### config.mk
export PLATFORM = sky130hd
export DESIGN_NAME = axi_line_master_flat
export DESIGN_NICKNAME = d
export VERILOG_FILES = /design/src/rtl/axi_line_master_if.sv /design/src/rtl/axi_line_master.sv /design/src/flat_wrapper.sv
export SDC_FILE = /design/constraint.sdc
export NUM_CORES = 1
export LEC_CHECK = 0
export CAP_MARGIN = 20
export CORE_AREA = 2 2 180 182
export DETAILED_ROUTE_END_ITERATION = 6
export DIE_AREA = 0 0 182 184
export GPL_TIMING_DRIVEN = 0
export SYNTH_ARGS = -nofsm -noshare
export SYNTH_HDL_FRONTEND = slang
export SYNTH_SLANG_ARGS = --single-unit
### constraint.sdc
create_clock -name clock -period 5.3 [get_ports clock]
set_clock_uncertainty 0.05 [all_clocks]
set_input_delay 0.53 -clock clock [delete_from_list [all_inputs] [get_ports clock]]
set_output_delay 0.53 -clock clock [all_outputs]
set_load 0.03 [all_outputs]
### src/rtl/axi_line_master_if.sv
// axi_line_master_if: AXI4 bus between the line master and its responder
interface axi_line_master_if #(
  parameter int ADDR_BITS = 32,
  parameter int DATA_BITS = 64,
  parameter int ID_BITS   = 5
);
  logic                   axi_aw_valid;
  logic                   axi_aw_ready;
  logic [ADDR_BITS-1:0]   axi_aw_bits_addr;
  logic [7:0]             axi_aw_bits_len;
  logic [2:0]             axi_aw_bits_size;
  logic [1:0]             axi_aw_bits_burst;
  logic [ID_BITS-1:0]     axi_aw_bits_id;
  logic                   axi_aw_bits_lock;
  logic [3:0]             axi_aw_bits_cache;
  logic [2:0]             axi_aw_bits_prot;
  logic [3:0]             axi_aw_bits_qos;
  logic                   axi_w_valid;
  logic                   axi_w_ready;
  logic [DATA_BITS-1:0]   axi_w_bits_data;
  logic [DATA_BITS/8-1:0] axi_w_bits_strb;
  logic                   axi_w_bits_last;
  logic                   axi_b_valid;
  logic                   axi_b_ready;
  logic [1:0]             axi_b_bits_resp;
  logic [ID_BITS-1:0]     axi_b_bits_id;
  logic                   axi_ar_valid;
  logic                   axi_ar_ready;
  logic [ADDR_BITS-1:0]   axi_ar_bits_addr;
  logic [7:0]             axi_ar_bits_len;
  logic [2:0]             axi_ar_bits_size;
  logic [1:0]             axi_ar_bits_burst;
  logic [ID_BITS-1:0]     axi_ar_bits_id;
  logic                   axi_ar_bits_lock;
  logic [3:0]             axi_ar_bits_cache;
  logic [2:0]             axi_ar_bits_prot;
  logic [3:0]             axi_ar_bits_qos;
  logic                   axi_r_valid;
  logic                   axi_r_ready;
  logic [DATA_BITS-1:0]   axi_r_bits_data;
  logic [1:0]             axi_r_bits_resp;
  logic                   axi_r_bits_last;
  logic [ID_BITS-1:0]     axi_r_bits_id;
  modport master (
    output axi_aw_valid, axi_aw_bits_addr, axi_aw_bits_len, axi_aw_bits_size, axi_aw_bits_burst,
           axi_aw_bits_id, axi_aw_bits_lock, axi_aw_bits_cache, axi_aw_bits_prot, axi_aw_bits_qos,
           axi_w_valid, axi_w_bits_data, axi_w_bits_strb, axi_w_bits_last, axi_b_ready,
           axi_ar_valid, axi_ar_bits_addr, axi_ar_bits_len, axi_ar_bits_size, axi_ar_bits_burst,
           axi_ar_bits_id, axi_ar_bits_lock, axi_ar_bits_cache, axi_ar_bits_prot, axi_ar_bits_qos,
           axi_r_ready,
    input  axi_aw_ready, axi_w_ready, axi_b_valid, axi_b_bits_resp, axi_b_bits_id,
           axi_ar_ready, axi_r_valid, axi_r_bits_data, axi_r_bits_resp, axi_r_bits_last, axi_r_bits_id
  );
  modport slave (
    input  axi_aw_valid, axi_aw_bits_addr, axi_aw_bits_len, axi_aw_bits_size, axi_aw_bits_burst,
           axi_aw_bits_id, axi_aw_bits_lock, axi_aw_bits_cache, axi_aw_bits_prot, axi_aw_bits_qos,
           axi_w_valid, axi_w_bits_data, axi_w_bits_strb, axi_w_bits_last, axi_b_ready,
           axi_ar_valid, axi_ar_bits_addr, axi_ar_bits_len, axi_ar_bits_size, axi_ar_bits_burst,
           axi_ar_bits_id, axi_ar_bits_lock, axi_ar_bits_cache, axi_ar_bits_prot, axi_ar_bits_qos,
           axi_r_ready,
    output axi_aw_ready, axi_w_ready, axi_b_valid, axi_b_bits_resp, axi_b_bits_id,
           axi_ar_ready, axi_r_valid, axi_r_bits_data, axi_r_bits_resp, axi_r_bits_last, axi_r_bits_id
  );
endinterface

### src/rtl/axi_line_master.sv
// axi_line_master: one-line-per-command AXI4 initiator, streaming client data through to/from AXI
module axi_line_master #(
  parameter int ADDR_BITS = 32,
  parameter int DATA_BITS = 64,
  parameter int ID_BITS   = 5,
  parameter int LINE_SIZE = 64,
  parameter int TXN_ID    = 0
) (
  input  logic                 clock,
  input  logic                 reset,
  input  logic                 cmd_valid,
  output logic                 cmd_ready,
  input  logic                 cmd_write,
  input  logic [ADDR_BITS-1:0] cmd_addr,
  input  logic                 wr_valid,
  output logic                 wr_ready,
  input  logic [DATA_BITS-1:0] wr_data,
  output logic                 rd_valid,
  input  logic                 rd_ready,
  output logic [DATA_BITS-1:0] rd_data,
  output logic                 rd_last,
  output logic                 rsp_valid,
  input  logic                 rsp_ready,
  output logic                 rsp_write,
  output logic [1:0]           rsp_err,
  axi_line_master_if.master    axi
);
  localparam int BEATS = LINE_SIZE / (DATA_BITS / 8);
  localparam logic [7:0] LAST = 8'(BEATS - 1);
  localparam logic [2:0] SIZE = 3'($clog2(DATA_BITS / 8));
  localparam logic [ID_BITS-1:0] ID = ID_BITS'(TXN_ID);
  localparam logic [ADDR_BITS-1:0] MASK = ~ADDR_BITS'(LINE_SIZE - 1);
  typedef enum logic [2:0] {IDLE, AR, RD, AW, WR, B, RSP} state_t;
  state_t state, state_n;
  logic [ADDR_BITS-1:0] addr;
  logic                 write;
  logic [1:0]           err;
  logic [7:0]           cnt;
  logic                 last_beat;
  logic                 w_hs, b_hs, r_hs;
  logic [1:0]           b_err, r_err;
  assign last_beat = cnt == LAST;
  assign w_hs = state == WR && wr_valid && axi.axi_w_ready;
  assign b_hs = state == B && axi.axi_b_valid;
  assign r_hs = state == RD && axi.axi_r_valid && rd_ready;
  assign b_err = axi.axi_b_bits_id != ID ? 2'b10 : (axi.axi_b_bits_resp > err ? axi.axi_b_bits_resp : err);
  // a last flag out of step with our own count, or a foreign id, is a protocol error
  assign r_err = (axi.axi_r_bits_last != last_beat || axi.axi_r_bits_id != ID) ? 2'b10 :
                 (axi.axi_r_bits_resp > err ? axi.axi_r_bits_resp : err);
  assign axi.axi_aw_bits_addr  = addr;
  assign axi.axi_aw_bits_len   = LAST;
  assign axi.axi_aw_bits_size  = SIZE;
  assign axi.axi_aw_bits_burst = 2'b01;
  assign axi.axi_aw_bits_id    = ID;
  assign axi.axi_aw_bits_lock  = 1'b0;
  assign axi.axi_aw_bits_cache = 4'd0;
  assign axi.axi_aw_bits_prot  = 3'd0;
  assign axi.axi_aw_bits_qos   = 4'd0;
  assign axi.axi_ar_bits_addr  = addr;
  assign axi.axi_ar_bits_len   = LAST;
  assign axi.axi_ar_bits_size  = SIZE;
  assign axi.axi_ar_bits_burst = 2'b01;
  assign axi.axi_ar_bits_id    = ID;
  assign axi.axi_ar_bits_lock  = 1'b0;
  assign axi.axi_ar_bits_cache = 4'd0;
  assign axi.axi_ar_bits_prot  = 3'd0;
  assign axi.axi_ar_bits_qos   = 4'd0;
  assign axi.axi_w_bits_data   = wr_data;
  assign axi.axi_w_bits_strb   = '1;
  assign axi.axi_w_bits_last   = last_beat;
  assign rd_data   = axi.axi_r_bits_data;
  assign rd_last   = last_beat;
  assign rsp_write = write;
  assign rsp_err   = err;
  always_comb begin
    state_n = state;
    cmd_ready = 1'b0;
    wr_ready = 1'b0;
    rd_valid = 1'b0;
    rsp_valid = 1'b0;
    axi.axi_aw_valid = 1'b0;
    axi.axi_ar_valid = 1'b0;
    axi.axi_w_valid = 1'b0;
    axi.axi_b_ready = 1'b0;
    axi.axi_r_ready = 1'b0;
    case (state)
      IDLE: begin
        cmd_ready = !reset;
        if (cmd_valid && !reset) state_n = cmd_write ? AW : AR;
      end
      AW: begin
        axi.axi_aw_valid = 1'b1;
        if (axi.axi_aw_ready) state_n = WR;
      end
      AR: begin
        axi.axi_ar_valid = 1'b1;
        if (axi.axi_ar_ready) state_n = RD;
      end
      WR: begin
        axi.axi_w_valid = wr_valid;
        wr_ready = axi.axi_w_ready;
        if (w_hs && last_beat) state_n = B;
      end
      B: begin
        axi.axi_b_ready = 1'b1;
        if (b_hs) state_n = RSP;
      end
      RD: begin
        rd_valid = axi.axi_r_valid;
        axi.axi_r_ready = rd_ready;
        if (r_hs && last_beat) state_n = RSP;
      end
      RSP: begin
        rsp_valid = 1'b1;
        if (rsp_ready) state_n = IDLE;
      end
      default: state_n = IDLE;
    endcase
  end
  always_ff @(posedge clock) state <= reset ? IDLE : state_n;
  always_ff @(posedge clock) begin
    if (reset) begin
      addr <= '0;
      write <= 1'b0;
      err <= 2'b00;
      cnt <= 8'd0;
    end else if (state == IDLE && cmd_valid) begin
      addr <= cmd_addr & MASK;
      write <= cmd_write;
      err <= 2'b00;
      cnt <= 8'd0;
    end else if (w_hs) begin
      cnt <= cnt + 8'd1;
    end else if (b_hs) begin
      err <= b_err;
    end else if (r_hs) begin
      cnt <= cnt + 8'd1;
      err <= r_err;
    end
  end
endmodule

### src/flat_wrapper.sv
// flat-port wrapper written by rule: the top's interface ports become plain ports
module axi_line_master_flat 
#(
  parameter int ADDR_BITS = 32,
  parameter int DATA_BITS = 64,
  parameter int ID_BITS   = 5,
  parameter int LINE_SIZE = 64,
  parameter int TXN_ID    = 0
)
  (clock, reset, cmd_valid, cmd_ready, cmd_write, cmd_addr, wr_valid, wr_ready, wr_data, rd_valid, rd_ready, rd_data, rd_last, rsp_valid, rsp_ready, rsp_write, rsp_err, axi_axi_aw_valid, axi_axi_aw_bits_addr, axi_axi_aw_bits_len, axi_axi_aw_bits_size, axi_axi_aw_bits_burst, axi_axi_aw_bits_id, axi_axi_aw_bits_lock, axi_axi_aw_bits_cache, axi_axi_aw_bits_prot, axi_axi_aw_bits_qos, axi_axi_w_valid, axi_axi_w_bits_data, axi_axi_w_bits_strb, axi_axi_w_bits_last, axi_axi_b_ready, axi_axi_ar_valid, axi_axi_ar_bits_addr, axi_axi_ar_bits_len, axi_axi_ar_bits_size, axi_axi_ar_bits_burst, axi_axi_ar_bits_id, axi_axi_ar_bits_lock, axi_axi_ar_bits_cache, axi_axi_ar_bits_prot, axi_axi_ar_bits_qos, axi_axi_r_ready, axi_axi_aw_ready, axi_axi_w_ready, axi_axi_b_valid, axi_axi_b_bits_resp, axi_axi_b_bits_id, axi_axi_ar_ready, axi_axi_r_valid, axi_axi_r_bits_data, axi_axi_r_bits_resp, axi_axi_r_bits_last, axi_axi_r_bits_id);
  axi_line_master_if #(.ADDR_BITS(ADDR_BITS), .DATA_BITS(DATA_BITS), .ID_BITS(ID_BITS)) axi_i ();
  input  logic clock;
  input  logic reset;
  input  logic cmd_valid;
  output logic cmd_ready;
  input  logic cmd_write;
  input  logic [ADDR_BITS-1:0] cmd_addr;
  input  logic wr_valid;
  output logic wr_ready;
  input  logic [DATA_BITS-1:0] wr_data;
  output logic rd_valid;
  input  logic rd_ready;
  output logic [DATA_BITS-1:0] rd_data;
  output logic rd_last;
  output logic rsp_valid;
  input  logic rsp_ready;
  output logic rsp_write;
  output logic [1:0] rsp_err;
  output wire logic [$bits(axi_i.axi_aw_valid)-1:0] axi_axi_aw_valid;
  output wire logic [$bits(axi_i.axi_aw_bits_addr)-1:0] axi_axi_aw_bits_addr;
  output wire logic [$bits(axi_i.axi_aw_bits_len)-1:0] axi_axi_aw_bits_len;
  output wire logic [$bits(axi_i.axi_aw_bits_size)-1:0] axi_axi_aw_bits_size;
  output wire logic [$bits(axi_i.axi_aw_bits_burst)-1:0] axi_axi_aw_bits_burst;
  output wire logic [$bits(axi_i.axi_aw_bits_id)-1:0] axi_axi_aw_bits_id;
  output wire logic [$bits(axi_i.axi_aw_bits_lock)-1:0] axi_axi_aw_bits_lock;
  output wire logic [$bits(axi_i.axi_aw_bits_cache)-1:0] axi_axi_aw_bits_cache;
  output wire logic [$bits(axi_i.axi_aw_bits_prot)-1:0] axi_axi_aw_bits_prot;
  output wire logic [$bits(axi_i.axi_aw_bits_qos)-1:0] axi_axi_aw_bits_qos;
  output wire logic [$bits(axi_i.axi_w_valid)-1:0] axi_axi_w_valid;
  output wire logic [$bits(axi_i.axi_w_bits_data)-1:0] axi_axi_w_bits_data;
  output wire logic [$bits(axi_i.axi_w_bits_strb)-1:0] axi_axi_w_bits_strb;
  output wire logic [$bits(axi_i.axi_w_bits_last)-1:0] axi_axi_w_bits_last;
  output wire logic [$bits(axi_i.axi_b_ready)-1:0] axi_axi_b_ready;
  output wire logic [$bits(axi_i.axi_ar_valid)-1:0] axi_axi_ar_valid;
  output wire logic [$bits(axi_i.axi_ar_bits_addr)-1:0] axi_axi_ar_bits_addr;
  output wire logic [$bits(axi_i.axi_ar_bits_len)-1:0] axi_axi_ar_bits_len;
  output wire logic [$bits(axi_i.axi_ar_bits_size)-1:0] axi_axi_ar_bits_size;
  output wire logic [$bits(axi_i.axi_ar_bits_burst)-1:0] axi_axi_ar_bits_burst;
  output wire logic [$bits(axi_i.axi_ar_bits_id)-1:0] axi_axi_ar_bits_id;
  output wire logic [$bits(axi_i.axi_ar_bits_lock)-1:0] axi_axi_ar_bits_lock;
  output wire logic [$bits(axi_i.axi_ar_bits_cache)-1:0] axi_axi_ar_bits_cache;
  output wire logic [$bits(axi_i.axi_ar_bits_prot)-1:0] axi_axi_ar_bits_prot;
  output wire logic [$bits(axi_i.axi_ar_bits_qos)-1:0] axi_axi_ar_bits_qos;
  output wire logic [$bits(axi_i.axi_r_ready)-1:0] axi_axi_r_ready;
  input wire logic [$bits(axi_i.axi_aw_ready)-1:0] axi_axi_aw_ready;
  input wire logic [$bits(axi_i.axi_w_ready)-1:0] axi_axi_w_ready;
  input wire logic [$bits(axi_i.axi_b_valid)-1:0] axi_axi_b_valid;
  input wire logic [$bits(axi_i.axi_b_bits_resp)-1:0] axi_axi_b_bits_resp;
  input wire logic [$bits(axi_i.axi_b_bits_id)-1:0] axi_axi_b_bits_id;
  input wire logic [$bits(axi_i.axi_ar_ready)-1:0] axi_axi_ar_ready;
  input wire logic [$bits(axi_i.axi_r_valid)-1:0] axi_axi_r_valid;
  input wire logic [$bits(axi_i.axi_r_bits_data)-1:0] axi_axi_r_bits_data;
  input wire logic [$bits(axi_i.axi_r_bits_resp)-1:0] axi_axi_r_bits_resp;
  input wire logic [$bits(axi_i.axi_r_bits_last)-1:0] axi_axi_r_bits_last;
  input wire logic [$bits(axi_i.axi_r_bits_id)-1:0] axi_axi_r_bits_id;
  assign axi_axi_aw_valid = axi_i.axi_aw_valid;
  assign axi_axi_aw_bits_addr = axi_i.axi_aw_bits_addr;
  assign axi_axi_aw_bits_len = axi_i.axi_aw_bits_len;
  assign axi_axi_aw_bits_size = axi_i.axi_aw_bits_size;
  assign axi_axi_aw_bits_burst = axi_i.axi_aw_bits_burst;
  assign axi_axi_aw_bits_id = axi_i.axi_aw_bits_id;
  assign axi_axi_aw_bits_lock = axi_i.axi_aw_bits_lock;
  assign axi_axi_aw_bits_cache = axi_i.axi_aw_bits_cache;
  assign axi_axi_aw_bits_prot = axi_i.axi_aw_bits_prot;
  assign axi_axi_aw_bits_qos = axi_i.axi_aw_bits_qos;
  assign axi_axi_w_valid = axi_i.axi_w_valid;
  assign axi_axi_w_bits_data = axi_i.axi_w_bits_data;
  assign axi_axi_w_bits_strb = axi_i.axi_w_bits_strb;
  assign axi_axi_w_bits_last = axi_i.axi_w_bits_last;
  assign axi_axi_b_ready = axi_i.axi_b_ready;
  assign axi_axi_ar_valid = axi_i.axi_ar_valid;
  assign axi_axi_ar_bits_addr = axi_i.axi_ar_bits_addr;
  assign axi_axi_ar_bits_len = axi_i.axi_ar_bits_len;
  assign axi_axi_ar_bits_size = axi_i.axi_ar_bits_size;
  assign axi_axi_ar_bits_burst = axi_i.axi_ar_bits_burst;
  assign axi_axi_ar_bits_id = axi_i.axi_ar_bits_id;
  assign axi_axi_ar_bits_lock = axi_i.axi_ar_bits_lock;
  assign axi_axi_ar_bits_cache = axi_i.axi_ar_bits_cache;
  assign axi_axi_ar_bits_prot = axi_i.axi_ar_bits_prot;
  assign axi_axi_ar_bits_qos = axi_i.axi_ar_bits_qos;
  assign axi_axi_r_ready = axi_i.axi_r_ready;
  assign axi_i.axi_aw_ready = axi_axi_aw_ready;
  assign axi_i.axi_w_ready = axi_axi_w_ready;
  assign axi_i.axi_b_valid = axi_axi_b_valid;
  assign axi_i.axi_b_bits_resp = axi_axi_b_bits_resp;
  assign axi_i.axi_b_bits_id = axi_axi_b_bits_id;
  assign axi_i.axi_ar_ready = axi_axi_ar_ready;
  assign axi_i.axi_r_valid = axi_axi_r_valid;
  assign axi_i.axi_r_bits_data = axi_axi_r_bits_data;
  assign axi_i.axi_r_bits_resp = axi_axi_r_bits_resp;
  assign axi_i.axi_r_bits_last = axi_axi_r_bits_last;
  assign axi_i.axi_r_bits_id = axi_axi_r_bits_id;
  axi_line_master #(.ADDR_BITS(ADDR_BITS), .DATA_BITS(DATA_BITS), .ID_BITS(ID_BITS), .LINE_SIZE(LINE_SIZE), .TXN_ID(TXN_ID)) u_core (.clock(clock), .reset(reset), .cmd_valid(cmd_valid), .cmd_ready(cmd_ready), .cmd_write(cmd_write), .cmd_addr(cmd_addr), .wr_valid(wr_valid), .wr_ready(wr_ready), .wr_data(wr_data), .rd_valid(rd_valid), .rd_ready(rd_ready), .rd_data(rd_data), .rd_last(rd_last), .rsp_valid(rsp_valid), .rsp_ready(rsp_ready), .rsp_write(rsp_write), .rsp_err(rsp_err), .axi(axi_i));
endmodule
### After elaboration in Yosys (flattened, before gate mapping)

Index checks and enable logic that the tools add are counted.

| operators by class | value |
|---|---|
| equality and inequality tests | 17 |
| multiplexer cells | 27 |
| magnitude comparators | 2 |
| reduce and logical (&&, ||, !) cells | 21 |
| bitwise operators | 1 |
| add/sub/neg operators | 1 |

Operators with widths:

| cell | count |
|---|---|
| two-way mux 8 bit | 3 |
| two-way mux 3 bit | 7 |
| one-hot mux 3 bit (7 select lines) | 1 |
| two-way mux 2 bit | 7 |
| inequality test 2 bit (second input constant) | 5 |
| nonzero test 5 bit | 2 |
| == test 3 bit (second input constant) | 3 |
| logical AND 1 bit | 9 |
| two-way mux 1 bit | 9 |
| adder 8 x 1 -> 8 bit (second input constant) | 1 |
| == test 8 x 3 -> 1 bit (second input constant) | 1 |
| AND reduction 7 bit | 1 |
| == test 3 x 2 -> 1 bit (second input constant) | 2 |
| inequality test 2 x 1 -> 1 bit (second input constant) | 3 |
| > comparator 2 bit | 2 |
| AND reduction 4 bit | 1 |
| nonzero test 2 bit | 2 |
| == test 3 x 1 -> 1 bit (second input constant) | 1 |
| zero test 3 bit | 1 |
| inequality test 3 bit (second input constant) | 1 |
| nonzero test 3 bit | 1 |
| AND reduction 2 bit | 1 |
| OR reduction 2 bit | 1 |
| zero test 1 bit | 1 |
| 3 further kinds | 3 |

| storage, ports and cells | value |
|---|---|
| word-level logic and storage cells | 74 |
| output and inout bits | 274 |
| register bits after elaboration | 40 |
| bits of input ports | 187 |

### Depth between registers and ports, before layout

| depth | value |
|---|---|
| depth after elaboration | 6 |
| depth in mapped cells | 7 |
| mapped depth without buffers | 7 |

### Least setup slack after synthesis

Ideal clock, no wire load.

| timing path | value |
|---|---|
| kind | input to output |
| from | in reset |
| to | out cmd_ready |
| buffers on the path | 2 |
| arrival | 1.688 ns |
| stages on the path | 3 |
| path slack | 3.032 ns |
| data required time | 4.720 ns |
| cell sequence | buf_6 clkbuf_8 nor4_1 |

| between the ends | value |
|---|---|
| longest elaborated chain between the ends | 2 |

Ends and longest elaborated chain:

| element | line | RTL |
|---|---|---|
| start, declared | flat_wrapper.sv:13 | `input logic reset;` |
| zero test 1 bit | axi_line_master.sv:88 | `cmd_ready = !reset;` |
| two-way mux 1 bit | axi_line_master.sv:86 | `case (state)` |
| end, declared | flat_wrapper.sv:15 | `output logic cmd_ready;` |

Every way passes these cells.

### Worst setup path in the final report

| timing path | value |
|---|---|
| from | reg u_core.cnt[4] |
| to | out rd_last |

| between the ends | value |
|---|---|
| longest elaborated chain between the ends | 1 |

Ends and longest elaborated chain:

| element | line | RTL |
|---|---|---|
| start, declared | axi_line_master.sv:38 | `logic [7:0] cnt;` |
| start signal, assigned | axi_line_master.sv:133 | `cnt <= cnt + 8'd1;` |
| start signal, assigned | axi_line_master.sv:137 | `cnt <= cnt + 8'd1;` |
| == test 8 x 3 -> 1 bit | axi_line_master.sv:42 | `assign last_beat = cnt == LAST;` |
| end, declared | flat_wrapper.sv:24 | `output logic rd_last;` |

Every way passes these cells.

==> flow_summary.toml <==
[clock_network]
clockBufferDepth = 2
root_buffer = "clkbuf_16"
post_cts_buffers = 0
cts_made_buffers = 5
cts_sinks = 40
ctsResizeCount = 0
cts_hold_buffers = 0
cts_max_level = 2
insertion_delay_ns = 0.29
cts_tree = "built"
clk_pin_slew_worst_paths_ns = 0.06

[final_layout]
final.fill_count = 3495
mostFrequentLayoutCells = "clkdlybuf4s50_1 (245), buf_4 (235), conb_1 (80)"
syn2layout_area_growth_pct = 91.2
final_common_cell = "clkdlybuf4s50_1"
drive_above_1_share_pct = 32.1
nets = 999

[grt]
grt_pass1_wl_mm = 19.5
antenna_found_initial = 1
grt_usage_pct = 7.67
grt_max_degree = 13
first_global_vias = 3523
overflow = 0

[worst_setup_path]
reg2reg_depth = 6
worst_setup_path_start_kind = "flop"
cp_cell_sequence = "or4_4 > nor3_4 > buf_4 > clkdlybuf4s50_1"
cp_slowest_cell = "clkdlybuf4s50_1"
crit_arrival_ns = 2.38
slowest_delay_ns = 0.66
crit_required_ns = 4.72
worstPathMaxFanout = 4
end_kind = "output pin"
critical_path_class = "reg -> out"

[timing]
tns_ns = 0
period_share_pct = 55.9
relSlewSlack_pct = 55.3
maxSlewViolCount = 0
clock.fmax_ghz = 0.337
hold_violations = 0
setup_violations = 0
tightest_slew_ns = 0.670
timing.hold.ws_ns = 0.410
rsz0062_at_grt = "no"
fin_crit_ns = 2.96

[placement]
dpl.hpwl_mm = 12.2
port-buffer-count = 245
place.gp.congestion = 0.768

[synthesis]
synth.distinct_cells = 48
yosysWarnings = 0
synth_area_mm2 = 0.00371
seq_area_frac_synth_pct = 21.6
syn_area_per_cell_um2 = 7.79
synth_flop_cell = "dfxtp_1"
async_reset_ff_share_pct = 0
synth_cells = 477
ys_ff_latch = 40
synth_edf_count = 0

[power_and_ir_drop]
p_sw_share_pct = 45.3
irDropWorstVdd_v = 0.0000878
power.leakage_nw = 3.14
powerDensity_mw_per_mm2 = 282
p_int_mw = 1.10
switchingPower_mw = 0.908
combPwrFrac_pct = 64.0
clkPwrFrac_pct = 15.1
seq_power_share_pct = 20.9

[route]
routed-via-count = 3736
drt.antenna.violating_nets = 0
dr.pass1.iters = 4
drtIter0Drc = 99
vias_per_cell = 3.09
drt-total-wl_mm = 14.0
wl_per_cell_um = 11.6
route.detailed.drc = 0

[die]
num_rows = 65
start_util_pct = 11.8
io-pin-count = 461
die_w_um = 182
core_mm2 = 0.0314
die-area_mm2 = 0.0335
die-height_um = 184

[run]
drv_cap = 0

[min_path]
hold_path.class = "reg -> reg"
hold-path-cell-count = 2

[status]
status = "finished clean"
critical path: cells and delay by family, from the launching register on:
family	cells	cell delay, ns
DFF	1	0.35
and+or+nand+nor	2	0.91
buffers and inverters	2	0.83
synth_stat cells (2+ instances only):
cell type / n / share of area (%)
xnor2_1: 5 / 1.2
nor3b_1: 3 / 0.61
nand3_1: 3 / 0.40
or2b_2: 3 / 0.71
and3_1: 2 / 0.34
ha_1: 5 / 1.7
buf_4: 235 / 48
conb_1: 2 / 0.20
buf_1: 2 / 0.20
nand2_1: 65 / 6.6
and2_1: 3 / 0.51
nor2b_1: 3 / 0.51
clkbuf_1: 6 / 0.61
inv_1: 5 / 0.51
or3_1: 2 / 0.34
clkbuf_8: 3 / 1.1
a21oi_1: 31 / 4.2
o21ai_0: 8 / 1.1
or4_1: 2 / 0.40
nor2_1: 16 / 1.6
buf_6: 2 / 0.61
dfxtp_1: 40 / 22
xor2_1: 3 / 0.71
nor3_1: 4 / 0.54
state kept, by name, indices dropped and copies added (netlist names):
register / cells
u_core.axi.axi_ar_bits_addr: 26
u_core.cnt: 8
u_core.state: 3
u_core.rsp_err: 2
u_core.rsp_write: 1
power by group through the flow:
stage,logic [mW],registers [mW],clock network [mW]
final,1.28,0.419,0.303
after floorplan,0.754,0.505,0
after global routing,1.37,0.430,0.334
after CTS,1.30,0.421,0.324
after detailed placement,1.30,0.428,0
after global placement,1.29,0.425,0
cell families (layout without fill, tap and decap cells):
kind of cell	Yosys count	in the layout	synth area share (%)
buffers and inverters	253	505	50.5
adder cells (fa/ha/maj)	5	5	1.68
flip-flops	40	40	21.6
other	2	81	0.202
AO/OA/AOI/OAI	52	52	8.63
multiplexers	1	1	0.270
AND/OR/NAND/NOR	116	116	15.2
XOR/XNOR	8	8	1.89
layout make-up:
type / count / area [µm²] / share of cell area (%)
sequential: 40 / 801 / 11.3
inverter: 5 / 18.8 / 0.264
multi-input combinational: 262 / 1330 / 18.7
buffer: 248 / 1860 / 26.2
tap: 402 / 503 / 7.08
clock inverter: 2 / 12.5 / 0.176
clock buffer: 5 / 125 / 1.76
antenna: 1 / 2.50 / 0.0352
timing repair buffer: 245 / 2450 / 34.5
path summary, 6_finish.rpt:
kind / end / slack [ns] / from
worst min register to register: u_core.rsp_write$_SDFFE_PP0P_ / 0.41 / u_core.rsp_write$_SDFFE_PP0P_
worst min-delay path: u_core.rsp_write$_SDFFE_PP0P_ / 0.41 / u_core.rsp_write$_SDFFE_PP0P_
worst max register to register: u_core.axi.axi_ar_bits_addr[19]$_SDFFE_PP0P_ / 3.19 / u_core.state[1]$_SDFFE_PP0P_
worst max-delay path: rd_last / 2.34 / u_core.cnt[4]$_SDFFE_PP0P_
per-stage QoR:
stage	instances	total power [mW]	worst slack, ns	utilization [%]	area (µm²)
6_report	1210	2.00	2.34	22.6	7100
4_1_cts	1209	2.05	2.28	22.6	7100
5_1_grt	1209	2.14	2.25	22.6	7100
2_1_floorplan	555	1.26	3.03	-	4010
3_3_place_gp	1202	1.72	2.45	22.2	6960
3_5_place_dp	1202	1.73	2.45	22.2	6960
layer usage:
metal | global-route usage (%) | part of all wire [%] | up-vias
met5 | 0 | 0 | -
met4 | 1.65 | 0.81 | 0
met2 | 15.3 | 54 | 246
met1 | 7.45 | 34 | 1607
li1 | - | - | 1875
met3 | 2.87 | 12 | 8
Power figures use the tool's default switching activity.
